### src/rtl/seq_pkg.sv
// Shared definitions for the sequence-detector slice: the state encoding used
// by the serializer FSM and the default word width used by both the serializer
// and the detector bench.
package seq_pkg;

    typedef enum logic [1:0] {
        IDLE  = 2'b00,
        SHIFT = 2'b01,
        PAR   = 2'b10
    } seqState_e;

    localparam int SEQ_WIDTH = 8;

endpackage

### src/rtl/seq_parity.sv
// Even-parity generator for one serializer word: XOR reduction of all bits.
// Only built when SEQ_SERIALIZER_PARITY_EN is defined; the default build of the
// serializer has no parity cycle and does not need this module.
`ifdef SEQ_SERIALIZER_PARITY_EN
module seq_parity
    import seq_pkg::*;
#(
    parameter int WIDTH = SEQ_WIDTH
) (
    input  logic [WIDTH-1:0] i_word,
    output logic             o_parity
);

    // Parity is a pure function of the word; the serializer registers it.
    assign o_parity = ^i_word;

endmodule
`endif

### src/rtl/seq_serializer.sv
// Parallel-to-serial front end for the bit-serial sequence detector.
// Words arrive over din/din_valid/din_ready and leave MSB-first on x, one bit
// per clock, qualified by x_valid. din_ready rises in the final bit cycle of a
// frame so that back-to-back words stream without idle cycles.
// Optional feature: define SEQ_SERIALIZER_PARITY_EN to append an even-parity
// bit after the LSB of every word (frame becomes WIDTH+1 cycles).
module seq_serializer
    import seq_pkg::*;
#(
    parameter int WIDTH = SEQ_WIDTH
) (
    input  logic             clk,
    input  logic             clr,
    input  logic [WIDTH-1:0] din,
    input  logic             din_valid,
    output logic             din_ready,
    output logic             x,
    output logic             x_valid
);

    localparam int CW = (WIDTH > 1) ? $clog2(WIDTH) : 1;
    localparam logic [CW-1:0] LAST_BIT = CW'(WIDTH - 1);

    seqState_e        r_state;
    logic [WIDTH-1:0] r_shiftReg;
    logic [CW-1:0]    r_bitCnt;
    logic             r_x;
    logic             r_xValid;

    logic             w_lastBit;
    logic             w_xfer;

`ifdef SEQ_SERIALIZER_PARITY_EN
    logic             r_parity;
    logic             w_parity;

    seq_parity #(
        .WIDTH (WIDTH)
    ) u_parity (
        .i_word   (din),
        .o_parity (w_parity)
    );
`endif

    assign w_lastBit = (r_state == SHIFT) && (r_bitCnt == LAST_BIT);
    assign w_xfer    = din_valid && din_ready;
    assign x         = r_x;
    assign x_valid   = r_xValid;

    // Ready when idle or in the final cycle of the current frame.
    always_comb begin
        din_ready = 1'b0;
        case (r_state)
            IDLE:    din_ready = 1'b1;
`ifdef SEQ_SERIALIZER_PARITY_EN
            PAR:     din_ready = 1'b1;
`else
            SHIFT:   din_ready = w_lastBit;
`endif
            default: din_ready = 1'b0;
        endcase
    end

    // Serializer FSM: a transfer always (re)starts a frame at the MSB; the
    // shift register rotates so the next bit to send sits at WIDTH-2.
    always_ff @(posedge clk or posedge clr) begin
        if (clr) begin
            r_state    <= IDLE;
            r_shiftReg <= '0;
            r_bitCnt   <= '0;
            r_x        <= 1'b0;
            r_xValid   <= 1'b0;
`ifdef SEQ_SERIALIZER_PARITY_EN
            r_parity   <= 1'b0;
`endif
        end else if (w_xfer) begin
            r_state    <= SHIFT;
            r_shiftReg <= din;
            r_bitCnt   <= '0;
            r_x        <= din[WIDTH-1];
            r_xValid   <= 1'b1;
`ifdef SEQ_SERIALIZER_PARITY_EN
            r_parity   <= w_parity;
`endif
        end else begin
            case (r_state)
                SHIFT: begin
                    if (!w_lastBit) begin
                        r_bitCnt   <= r_bitCnt + CW'(1);
                        r_shiftReg <= {r_shiftReg[WIDTH-2:0], r_shiftReg[WIDTH-1]};
                        r_x        <= r_shiftReg[WIDTH-2];
                        r_xValid   <= 1'b1;
                    end else begin
`ifdef SEQ_SERIALIZER_PARITY_EN
                        r_state  <= PAR;
                        r_x      <= r_parity;
                        r_xValid <= 1'b1;
`else
                        r_state  <= IDLE;
                        r_x      <= 1'b0;
                        r_xValid <= 1'b0;
`endif
                    end
                end
                default: begin
                    r_state  <= IDLE;
                    r_x      <= 1'b0;
                    r_xValid <= 1'b0;
                end
            endcase
        end
    end

endmodule
### config.mk
export PLATFORM = sky130hd
export DESIGN_NAME = seq_serializer
export DESIGN_NICKNAME = d
export VERILOG_FILES = /design/src/rtl/seq_pkg.sv /design/src/rtl/seq_parity.sv /design/src/rtl/seq_serializer.sv
export SDC_FILE = /design/constraint.sdc
export NUM_CORES = 1
export LEC_CHECK = 0
export CAP_MARGIN = 20
export CORE_UTILIZATION = 40
export CTS_BUF_LIST = sky130_fd_sc_hd__clkbuf_8
export DETAILED_ROUTE_END_ITERATION = 8
export GPL_ROUTABILITY_DRIVEN = 0
export PLACE_DENSITY_LB_ADDON = 0.12
export REMOVE_ABC_BUFFERS = 1
export SYNTH_ARGS = -nofsm -noshare
export SYNTH_HDL_FRONTEND = slang
export SYNTH_SLANG_ARGS = --single-unit
### constraint.sdc
create_clock -name clk -period 1.88 [get_ports clk]
set_clock_uncertainty 0.05 [all_clocks]
set_input_delay 0.376 -clock clk [delete_from_list [all_inputs] [get_ports clk]]
set_output_delay 0.376 -clock clk [all_outputs]
set_load 0.01 [all_outputs]
**Yosys cells after proc, flatten, opt, wreduce, memory -nomap -nowiden**

Index checks and enable logic that the tools add are counted.
Widths: inputs -> output; s select.

- Register bits: 15
- Input port bits: 11

- Add/sub/neg operators: 1
- Equality and inequality tests: 4
- Multiplexer cells: 16
- Reductions and logical operators: 5

Operators with widths:

| operator | count |
|---|---|
| $mux 8 | 3 |
| $mux 3 | 3 |
| $mux 1 | 6 |
| $mux 2 | 3 |
| $add 3x1->3 const B | 1 |
| $eq 3x3->1 const B | 1 |
| $ne 3x3->1 const B | 1 |
| $eq 2x1->1 const B | 1 |
| $logic_and 1x1->1 | 2 |
| $logic_not 2->1 | 1 |
| $ne 2x1->1 const B | 1 |
| $pmux 1 s2 | 1 |
| $reduce_and 2->1 | 1 |
| $reduce_bool 2->1 | 1 |

**Logic depth before layout (Yosys ltp)**

Gate-level depths: netlist (run 1).

- Depth in word-level cells: 6
- Depth in mapped cells: 6
- Depth with buffers taken out: 6

**Least setup slack after synthesis (run 1)**

No wires, ideal clock.

- Path kind: reg2out
- Start point: register r_bitCnt[0]
- End point: output port din_ready
- Arrival time: 0.970 ns
- Data required time: 1.454 ns
- Path slack: 0.484 ns
- Cell stages (with the launch flop): 5
- Path through: dfrtp_1 ha_1 ha_1 nor2b_4 inv_2

- Word-level cells in the longest chain between the ends: 3

RTL lines:

| what | RTL line | source |
|---|---|---|
| start, declared | seq_serializer.sv:26 | `logic [CW-1:0] r_bitCnt;` |
| start signal, assigned | seq_serializer.sv:89 | `r_bitCnt <= r_bitCnt + CW'(1);` |
| $eq 3x3->1 | seq_serializer.sv:45 | `assign w_lastBit = (r_state == SHIFT) && (r_bitCnt == LAST_BIT);` |
| $logic_and 1x1->1 | seq_serializer.sv:45 |  |
| $pmux 1 s2 | seq_serializer.sv:53 | `case (r_state)` |
| end, declared | seq_serializer.sv:16 | `output logic din_ready,` |

Every way passes these cells.

**Final worst setup path (run 1)**

- Start point: register r_bitCnt[1]
- End point: output port din_ready

Same word-level chain as after synthesis.

==> flow_results.xml, run 1 <==
<?xml version="1.0" encoding="UTF-8"?>
<metrics>
  <group name="status">
    <metric name="run_status" unit="">completed</metric>
  </group>
  <group name="global_route">
    <metric name="grt_max_degree" unit="">22</metric>
    <metric name="antenna_found_initial" unit="">0</metric>
    <metric name="grt_pass1_vias" unit="">469</metric>
    <metric name="grt_pass1_wl" unit="um">2010</metric>
    <metric name="grt_overflow_total" unit="">0</metric>
    <metric name="track_usage" unit="%">16.2</metric>
  </group>
  <group name="hold_path">
    <metric name="holdCritPathClass" unit="">input port to async pin</metric>
  </group>
  <group name="logic_synthesis">
    <metric name="cell_count_after_synthesis" unit="">57</metric>
    <metric name="synth_fa_ha_area_share" unit="%">3.89</metric>
    <metric name="synth-xor-area-share" unit="%">0</metric>
    <metric name="complex_gate_fraction_of_the_synthesized_area" unit="%">9.14</metric>
    <metric name="synth_top_family_by_area" unit="">multiplexers</metric>
    <metric name="synth-seq-area-share" unit="%">54.5</metric>
    <metric name="syn_avg_cell_area" unit="um^2">11.3</metric>
    <metric name="post_synth_instance_area" unit="um^2">643</metric>
    <metric name="postSynthRegisterBits" unit="">14</metric>
    <metric name="muxShareOfSynthArea" unit="%">14.0</metric>
    <metric name="yosys.cell_types.count" unit="">14</metric>
    <metric name="post_synth_and_or_nand_nor_area_fraction" unit="%">13.6</metric>
    <metric name="yosys_warnings" unit="">0</metric>
  </group>
  <group name="timing">
    <metric name="setup-violations-final" unit="">0</metric>
    <metric name="maxSlewHeadroom" unit="%">65.3</metric>
    <metric name="final.period_utilization" unit="%">95.5</metric>
    <metric name="fmaxAchievable" unit="MHz">557</metric>
    <metric name="finalHoldViolCount" unit="">0</metric>
    <metric name="fin_tns_setup" unit="ns">0</metric>
    <metric name="fin_crit" unit="ns">1.80</metric>
    <metric name="holdWs" unit="ns">0.413</metric>
    <metric name="pins_over_their_slew_limit" unit="">0</metric>
    <metric name="worst_pin_slew" unit="ns">0.520</metric>
    <metric name="setup_slack" unit="ns">0.0844</metric>
    <metric name="rsz0062_at_grt" unit="">no</metric>
  </group>
  <group name="setup_path">
    <metric name="timing.setup.critical_path_class" unit="">flip-flop to output pin</metric>
    <metric name="timing.critical_path.arrival" unit="ns">1.37</metric>
    <metric name="cp.required" unit="ns">1.45</metric>
    <metric name="worst_setup_path_start_kind" unit="">flip-flop</metric>
    <metric name="destination_of_the_worst_register_to_register_timing_path" unit="">x</metric>
    <metric name="start_of_the_worst_register_to_register_path" unit="">r_bitCnt[1]</metric>
    <metric name="crit_fanout" unit="">2</metric>
    <metric name="timing.reg2reg.worst_path_depth" unit="">6</metric>
    <metric name="critical_path.endpoint_type" unit="">output pin</metric>
    <metric name="slack_of_the_worst_reg_to_reg_path" unit="ns">0.46</metric>
  </group>
  <group name="detailed_routing">
    <metric name="drt_first_iter_violations" unit="">5</metric>
    <metric name="routed_wl" unit="um">1080</metric>
    <metric name="routed-wl-met2" unit="um">523</metric>
    <metric name="number_of_vias_in_the_routed_layout" unit="">450</metric>
    <metric name="met1_length" unit="um">470</metric>
    <metric name="route.detailed.vias_per_inst" unit="">4.95</metric>
    <metric name="top_layer_used" unit="">met4</metric>
    <metric name="wl_met3" unit="um">44</metric>
    <metric name="drt.antenna.violating_nets" unit="">0</metric>
    <metric name="drt_drc_violations_left" unit="">0</metric>
    <metric name="drt-pass1-iter-count" unit="">3</metric>
    <metric name="wl_per_cell" unit="um">11.8</metric>
  </group>
  <group name="cts">
    <metric name="tritoncts" unit="">built</metric>
    <metric name="cts_max_level" unit="">1</metric>
    <metric name="cts.sink_count" unit="">14</metric>
    <metric name="insertion_delay" unit="ns">0.24</metric>
    <metric name="inserted_clock_buffers" unit="">3</metric>
    <metric name="ctsRootBufferMaster" unit="">clkbuf_8</metric>
    <metric name="cts.path.max_buffers" unit="">2</metric>
    <metric name="clock_slew_seen_by_the_registers_of_the_worst_setup_and_hold_paths" unit="ns">0.05</metric>
  </group>
  <group name="floorplan">
    <metric name="top_level_ports" unit="">14</metric>
    <metric name="coreArea" unit="um^2">1510</metric>
    <metric name="floorplan.die.width" unit="um">42.1</metric>
    <metric name="die_area" unit="um^2">1770</metric>
    <metric name="floorplan.rows" unit="">14</metric>
    <metric name="chipHeight" unit="um">42.1</metric>
    <metric name="floorplan.initialDensity" unit="%">42.7</metric>
  </group>
  <group name="place">
    <metric name="dp_hpwl" unit="um">714</metric>
    <metric name="numPortBuffers" unit="">13</metric>
    <metric name="placement.cell_area" unit="um^2">792</metric>
    <metric name="post-place-ws" unit="ns">0.0245</metric>
  </group>
  <group name="finish">
    <metric name="fillerInstances" unit="">129</metric>
    <metric name="flow.area_growth_from_synthesis" unit="%">32.7</metric>
    <metric name="finish.instance_area" unit="um^2">853</metric>
    <metric name="diodes_inserted" unit="">0</metric>
    <metric name="most-common-layout-cells" unit="">14 x dfrtp_1, 12 x clkdlybuf4s50_1, 11 x nand2_1</metric>
    <metric name="postLayoutCoreUtil" unit="%">56.6</metric>
    <metric name="multiInputGateArea" unit="um^2">267</metric>
    <metric name="sequential_cell_area" unit="um^2">350</metric>
    <metric name="drive_gt1_share" unit="%">21.3</metric>
    <metric name="layout.cells.most_common" unit="">dfrtp_1</metric>
    <metric name="num-nets-final" unit="">90</metric>
  </group>
  <group name="pwr">
    <metric name="vdd_ir_drop_max" unit="mV">0.672</metric>
    <metric name="power.density" unit="nW/um^2">1470</metric>
    <metric name="leakage" unit="nW">0.406</metric>
  </group>
  <group name="job">
    <metric name="timing.max_cap.violations" unit="">0</metric>
  </group>
</metrics>
[synth_stat cells (all sizes together)]
| cell type | instances | area [um^2] |
|---|---|---|
| o21ai | 11 | 58.8 |
| nand2 | 11 | 41.3 |
| ha | 2 | 25.0 |
| nor2b | 1 | 13.8 |
| buf | 3 | 23.8 |
| inv | 2 | 7.50 |
| nand2b | 4 | 32.5 |
| dfrtp | 14 | 350 |
| mux2i | 9 | 90.1 |
[routing by layer]
metal | vias up | global-route usage (%)
met5 | - | 0
met4 | 0 | 11.3
met3 | 5 | 6.47
met2 | 8 | 25.0
met1 | 209 | 18.2
li1 | 228 | -
[flip-flops by register name (all words and copies together), names as in the netlist]
| name | count |
|---|---|
| r_bitCnt | 3 |
| r_state | 1 |
| r_shiftReg | 8 |
| x | 1 |
| x_valid | 1 |
[worst max-delay path: stages (launching register included)]
cell,delay [ns]
dfrtp_1,0.39
ha_2,0.18
ha_2,0.18
nor2b_4,0.12
inv_2,0.04
clkdlybuf4s15_1,0.22
[report_power, final]
group	internal, mW	switching, mW	leakage [nW]	total, mW
clock network	0.142	0.102	0.0216	0.244
logic	0.261	0.246	0.217	0.508
registers	0.441	0.0648	0.167	0.506
total	0.844	0.413	0.406	1.26
[final cells by class]
class | count | area share (%)
tap | 16 | 2.35
sequential | 14 | 41.1
clock buffer | 3 | 4.84
multi-input combinational | 38 | 31.2
timing repair buffer | 18 | 19.6
inverter | 2 | 0.880
[cells by family after synthesis]
group	Yosys count
buffers and inverters	5
flip-flops	14
adder cells (fa/ha/maj)	2
multiplexers	9
AO/OA/AOI/OAI	11
AND/OR/NAND/NOR	16
[through the flow]
| stage | instances | power [mW] |
|---|---|---|
| 2_1_floorplan | 54 | 0.810 |
| 3_3_place_gp | 86 | 0.979 |
| 3_5_place_dp | 86 | 0.997 |
| 4_1_cts | 90 | 1.26 |
| 5_1_grt | 91 | 1.37 |
| 6_report | 91 | 1.26 |
[worst max path at each step]
stage,startpoint,to,slack [ns],cells after the start
after floorplan,r_bitCnt[0],din_ready,0.24,4
after global placement,r_bitCnt[0],din_ready,0.04,5
after detailed placement,r_bitCnt[0],din_ready,0.02,5
after CTS,r_bitCnt[1],din_ready,0.02,5
after global routing,r_bitCnt[1],din_ready,0.03,5
final,r_bitCnt[1],din_ready,0.08,5
[timing repair]
action                     CTS  global route
hold buffers                 0             0
setup endpoints to repair    1             1
buffers inserted             1             1
cloned                       0             0
gates resized for setup      3             1
Power figures use the tool's default switching activity.
==> run 2: changes to the inputs <==
--- a/config.mk
+++ b/config.mk
@@ -8,10 +8,12 @@
 export CAP_MARGIN = 20
 export CORE_UTILIZATION = 40
 export CTS_BUF_LIST = sky130_fd_sc_hd__clkbuf_8
+export CTS_CLUSTER_DIAMETER = 200
 export DETAILED_ROUTE_END_ITERATION = 8
 export GPL_ROUTABILITY_DRIVEN = 0
 export PLACE_DENSITY_LB_ADDON = 0.12
 export REMOVE_ABC_BUFFERS = 1
 export SYNTH_ARGS = -nofsm -noshare
 export SYNTH_HDL_FRONTEND = slang
+export SYNTH_HIERARCHICAL = 1
 export SYNTH_SLANG_ARGS = --single-unit
==> constraint.sdc (replaced) <==
create_clock -name clk -period 1.7 [get_ports clk]
set_clock_uncertainty 0.05 [all_clocks]
set_input_delay 0.34 -clock clk [delete_from_list [all_inputs] [get_ports clk]]
set_output_delay 0.34 -clock clk [all_outputs]
set_load 0.01 [all_outputs]
==> run 2 against run 1 <==
  * Total power up 14%
  * First-iteration DRC count decreased by 60%
  * Via count rose by 0.67%
  * Sequential share of layout area fell by 0.94 points
  * Synthesized cell count stayed put
  * Setup slack got worse by 0.028 ns
  * Non-clock buffer count rose by 2
  * Largest cell class unchanged
  * Critical path depth unchanged
  * Clock-buffer cell count stayed put
  * Global-route usage shrank 0.38 points
  * Register-to-register slack lost 0.17 ns
==> flow_results.xml, run 2 <==
<?xml version="1.0" encoding="UTF-8"?>
<metrics>
  <group name="status">
    <metric name="run_status" unit="">completed</metric>
  </group>
  <group name="logic_synthesis">
    <metric name="post_synth_instance_area" unit="um^2">643</metric>
    <metric name="yosys.area.top_type_share" unit="%">54.5</metric>
    <metric name="yosys.cell_types.count" unit="">14</metric>
    <metric name="postSynthRegisterBits" unit="">14</metric>
    <metric name="post-synth-top-count-cell" unit="">dfrtp_1</metric>
    <metric name="synth.largest_area_cell" unit="">dfrtp_1</metric>
    <metric name="synth-seq-area-share" unit="%">54.5</metric>
    <metric name="postSynth.asyncResetShare" unit="%">100</metric>
    <metric name="yosys_warnings" unit="">6</metric>
    <metric name="synth.top_cells.by_count" unit="">14 x dfrtp_1, 11 x nand2_1, 10 x o21ai_1, 9 x mux2i_1, 3 x nand2b_2</metric>
    <metric name="cell_count_after_synthesis" unit="">57</metric>
    <metric name="ys.flop_type" unit="">dfrtp_1</metric>
    <metric name="syn_avg_cell_area" unit="um^2">11.3</metric>
    <metric name="synth_enable_flop_cells" unit="">0</metric>
    <metric name="synth_area_leaders" unit="">dfrtp_1 54%, mux2i_1 14%, o21ai_1 7.8%</metric>
  </group>
  <group name="global_route">
    <metric name="grt_max_degree" unit="">22</metric>
    <metric name="grt_overflow_total" unit="">0</metric>
    <metric name="grt_pass1_wl" unit="um">2020</metric>
    <metric name="track_usage" unit="%">15.8</metric>
    <metric name="antenna_found_initial" unit="">0</metric>
    <metric name="grt_pass1_vias" unit="">466</metric>
  </group>
  <group name="finish">
    <metric name="drive_gt1_share" unit="%">24.7</metric>
    <metric name="top_regs" unit="">r_shiftReg: 8 flops, r_bitCnt: 3 flops</metric>
    <metric name="num-nets-final" unit="">92</metric>
    <metric name="layout.cells.most_common" unit="">dfrtp_1</metric>
    <metric name="multiInputGateArea" unit="um^2">277</metric>
    <metric name="most-common-layout-cells" unit="">14 x dfrtp_1, 12 x clkdlybuf4s50_1, 11 x nand2_1</metric>
    <metric name="flow.area_growth_from_synthesis" unit="%">35.8</metric>
    <metric name="number_of_flip_flops_under_the_largest_register_name" unit="">8</metric>
    <metric name="postLayoutCoreUtil" unit="%">58.0</metric>
    <metric name="diodes_inserted" unit="">0</metric>
    <metric name="fillerInstances" unit="">131</metric>
    <metric name="regMostFlops" unit="">r_shiftReg</metric>
    <metric name="sequential_cell_area" unit="um^2">350</metric>
  </group>
  <group name="detailed_routing">
    <metric name="drt-pass1-iter-count" unit="">3</metric>
    <metric name="route.detailed.vias_per_inst" unit="">4.87</metric>
    <metric name="drt.antenna.violating_nets" unit="">0</metric>
    <metric name="number_of_vias_in_the_routed_layout" unit="">453</metric>
    <metric name="wl_per_cell" unit="um">11.9</metric>
    <metric name="drt_first_iter_violations" unit="">2</metric>
    <metric name="routed_wl" unit="um">1110</metric>
    <metric name="drt_drc_violations_left" unit="">0</metric>
  </group>
  <group name="timing">
    <metric name="worst_pin_slew" unit="ns">0.520</metric>
    <metric name="maxSlewHeadroom" unit="%">65.3</metric>
    <metric name="fin_crit" unit="ns">1.64</metric>
    <metric name="final.period_utilization" unit="%">96.7</metric>
    <metric name="pins_over_their_slew_limit" unit="">0</metric>
    <metric name="setup-violations-final" unit="">0</metric>
    <metric name="fin_tns_setup" unit="ns">0</metric>
    <metric name="finalHoldViolCount" unit="">0</metric>
    <metric name="fmaxAchievable" unit="MHz">608</metric>
  </group>
  <group name="floorplan">
    <metric name="coreArea" unit="um^2">1510</metric>
    <metric name="floorplan.initialDensity" unit="%">42.7</metric>
    <metric name="floorplan.rows" unit="">14</metric>
    <metric name="die_area" unit="um^2">1770</metric>
    <metric name="chipHeight" unit="um">42.1</metric>
    <metric name="floorplan.die.width" unit="um">42.1</metric>
    <metric name="top_level_ports" unit="">14</metric>
  </group>
  <group name="cts">
    <metric name="post_cts_hold_buffer_count" unit="">0</metric>
    <metric name="tritoncts" unit="">built</metric>
    <metric name="inserted_clock_buffers" unit="">3</metric>
    <metric name="cts_max_level" unit="">1</metric>
    <metric name="ctsRootBufferMaster" unit="">clkbuf_8</metric>
    <metric name="cts.path.max_buffers" unit="">2</metric>
    <metric name="cts.sink_count" unit="">14</metric>
    <metric name="insertion_delay" unit="ns">0.24</metric>
    <metric name="clock_slew_seen_by_the_registers_of_the_worst_setup_and_hold_paths" unit="ns">0.05</metric>
  </group>
  <group name="setup_path">
    <metric name="number_of_buffer_and_inverter_stages_on_the_critical_path" unit="">2</metric>
    <metric name="crit_fanout" unit="">2</metric>
    <metric name="timing.reg2reg.worst_path_depth" unit="">6</metric>
    <metric name="critical_path.slowest_cell" unit="">dfrtp_1</metric>
    <metric name="timing.critical_path.arrival" unit="ns">1.25</metric>
    <metric name="cp_delay_by_family_top" unit="">flip-flops</metric>
    <metric name="critical-path-max-stage-delay" unit="ns">0.37</metric>
    <metric name="cp.required" unit="ns">1.31</metric>
    <metric name="critical_path.endpoint_type" unit="">output pin</metric>
    <metric name="timing.critical_path.cells" unit="">ha_2, ha_4, nor2b_4, inv_2, buf_2</metric>
    <metric name="worst_setup_path_start_kind" unit="">flip-flop</metric>
    <metric name="timing.setup.critical_path_class" unit="">flip-flop to output pin</metric>
    <metric name="cp_num_cells" unit="">5</metric>
  </group>
  <group name="pwr">
    <metric name="power.density" unit="nW/um^2">1640</metric>
    <metric name="leakage" unit="nW">0.417</metric>
    <metric name="vdd_ir_drop_max" unit="mV">0.995</metric>
    <metric name="p_total" unit="mW">1.43</metric>
  </group>
  <group name="place">
    <metric name="numPortBuffers" unit="">13</metric>
    <metric name="dp_hpwl" unit="um">750</metric>
  </group>
  <group name="hold_path">
    <metric name="holdCritPathClass" unit="">input port to async pin</metric>
  </group>
  <group name="job">
    <metric name="timing.max_cap.violations" unit="">0</metric>
  </group>
</metrics>
-- run 2: cell counts after synthesis --
No cell type changed its count.
-- run 2: cell type report --
type                       instances  share of cell area, %
multi-input combinational         38                   31.7
timing repair buffer              20                   20.3
tap                               16                   2.29
clock buffer                       3                   4.73
sequential                        14                   40.1
inverter                           2                  0.860
-- run 2: worst paths after layout --
kind | from | endpoint | slack [ns]
hold / removal | clr | x | 0.39
setup reg to reg | r_bitCnt[0] | x | 0.29
hold reg to reg | r_shiftReg[2] | r_shiftReg[3] | 0.43
setup / recovery | r_bitCnt[0] | din_ready | 0.06
max in group asynchronous | clr | r_shiftReg[7] | 0.87
min in group clk | r_shiftReg[2] | r_shiftReg[3] | 0.43
-- run 2: metal layers --
layer / GRT usage [%] / routed length (um) / vias up
met3: 7.76 / 40 / 0
met4: 5.63 / 0 / 0
met2: 24.7 / 598 / 7
met1: 18.9 / 470 / 216
met5: 0 / 0 / -
li1: - / - / 230
-- run 2: through the flow --
stage	worst slack (ns)	hold slack (ns)	area, um^2	std cells
floorplan	0.0941	0.179	619	54
global placement	-0.0857	0.420	807	88
detailed placement	-0.105	0.423	807	88
CTS	0.0307	0.412	866	92
global route	-0.000690	0.457	873	93
finish	0.0565	0.386	873	93
-- run 2: timing repair --
item,4_1_cts,5_1_grt
endpoints found under the hold margin,0,0
setup endpoints to repair,1,1
gates resized for setup,7,0
buffers inserted,1,1
pin swaps,1,1
cloned,0,0
-- run 2: logic make-up after synthesis --
logic type      count (synthesis)  share of synthesized area [%]
simple gates                   16                           13.6
flops                          14                           54.5
compound gates                 11                           9.14
mux                             9                           14.0
buf+inv                         5                           4.86
fa+ha+maj                       2                           3.89
-- run 2: where the power goes --
group | total (mW) | internal, mW | switching (mW)
logic | 0.606 | 0.320 | 0.286
registers | 0.565 | 0.488 | 0.0774
clock network | 0.262 | 0.156 | 0.106
total | 1.43 | 0.964 | 0.470
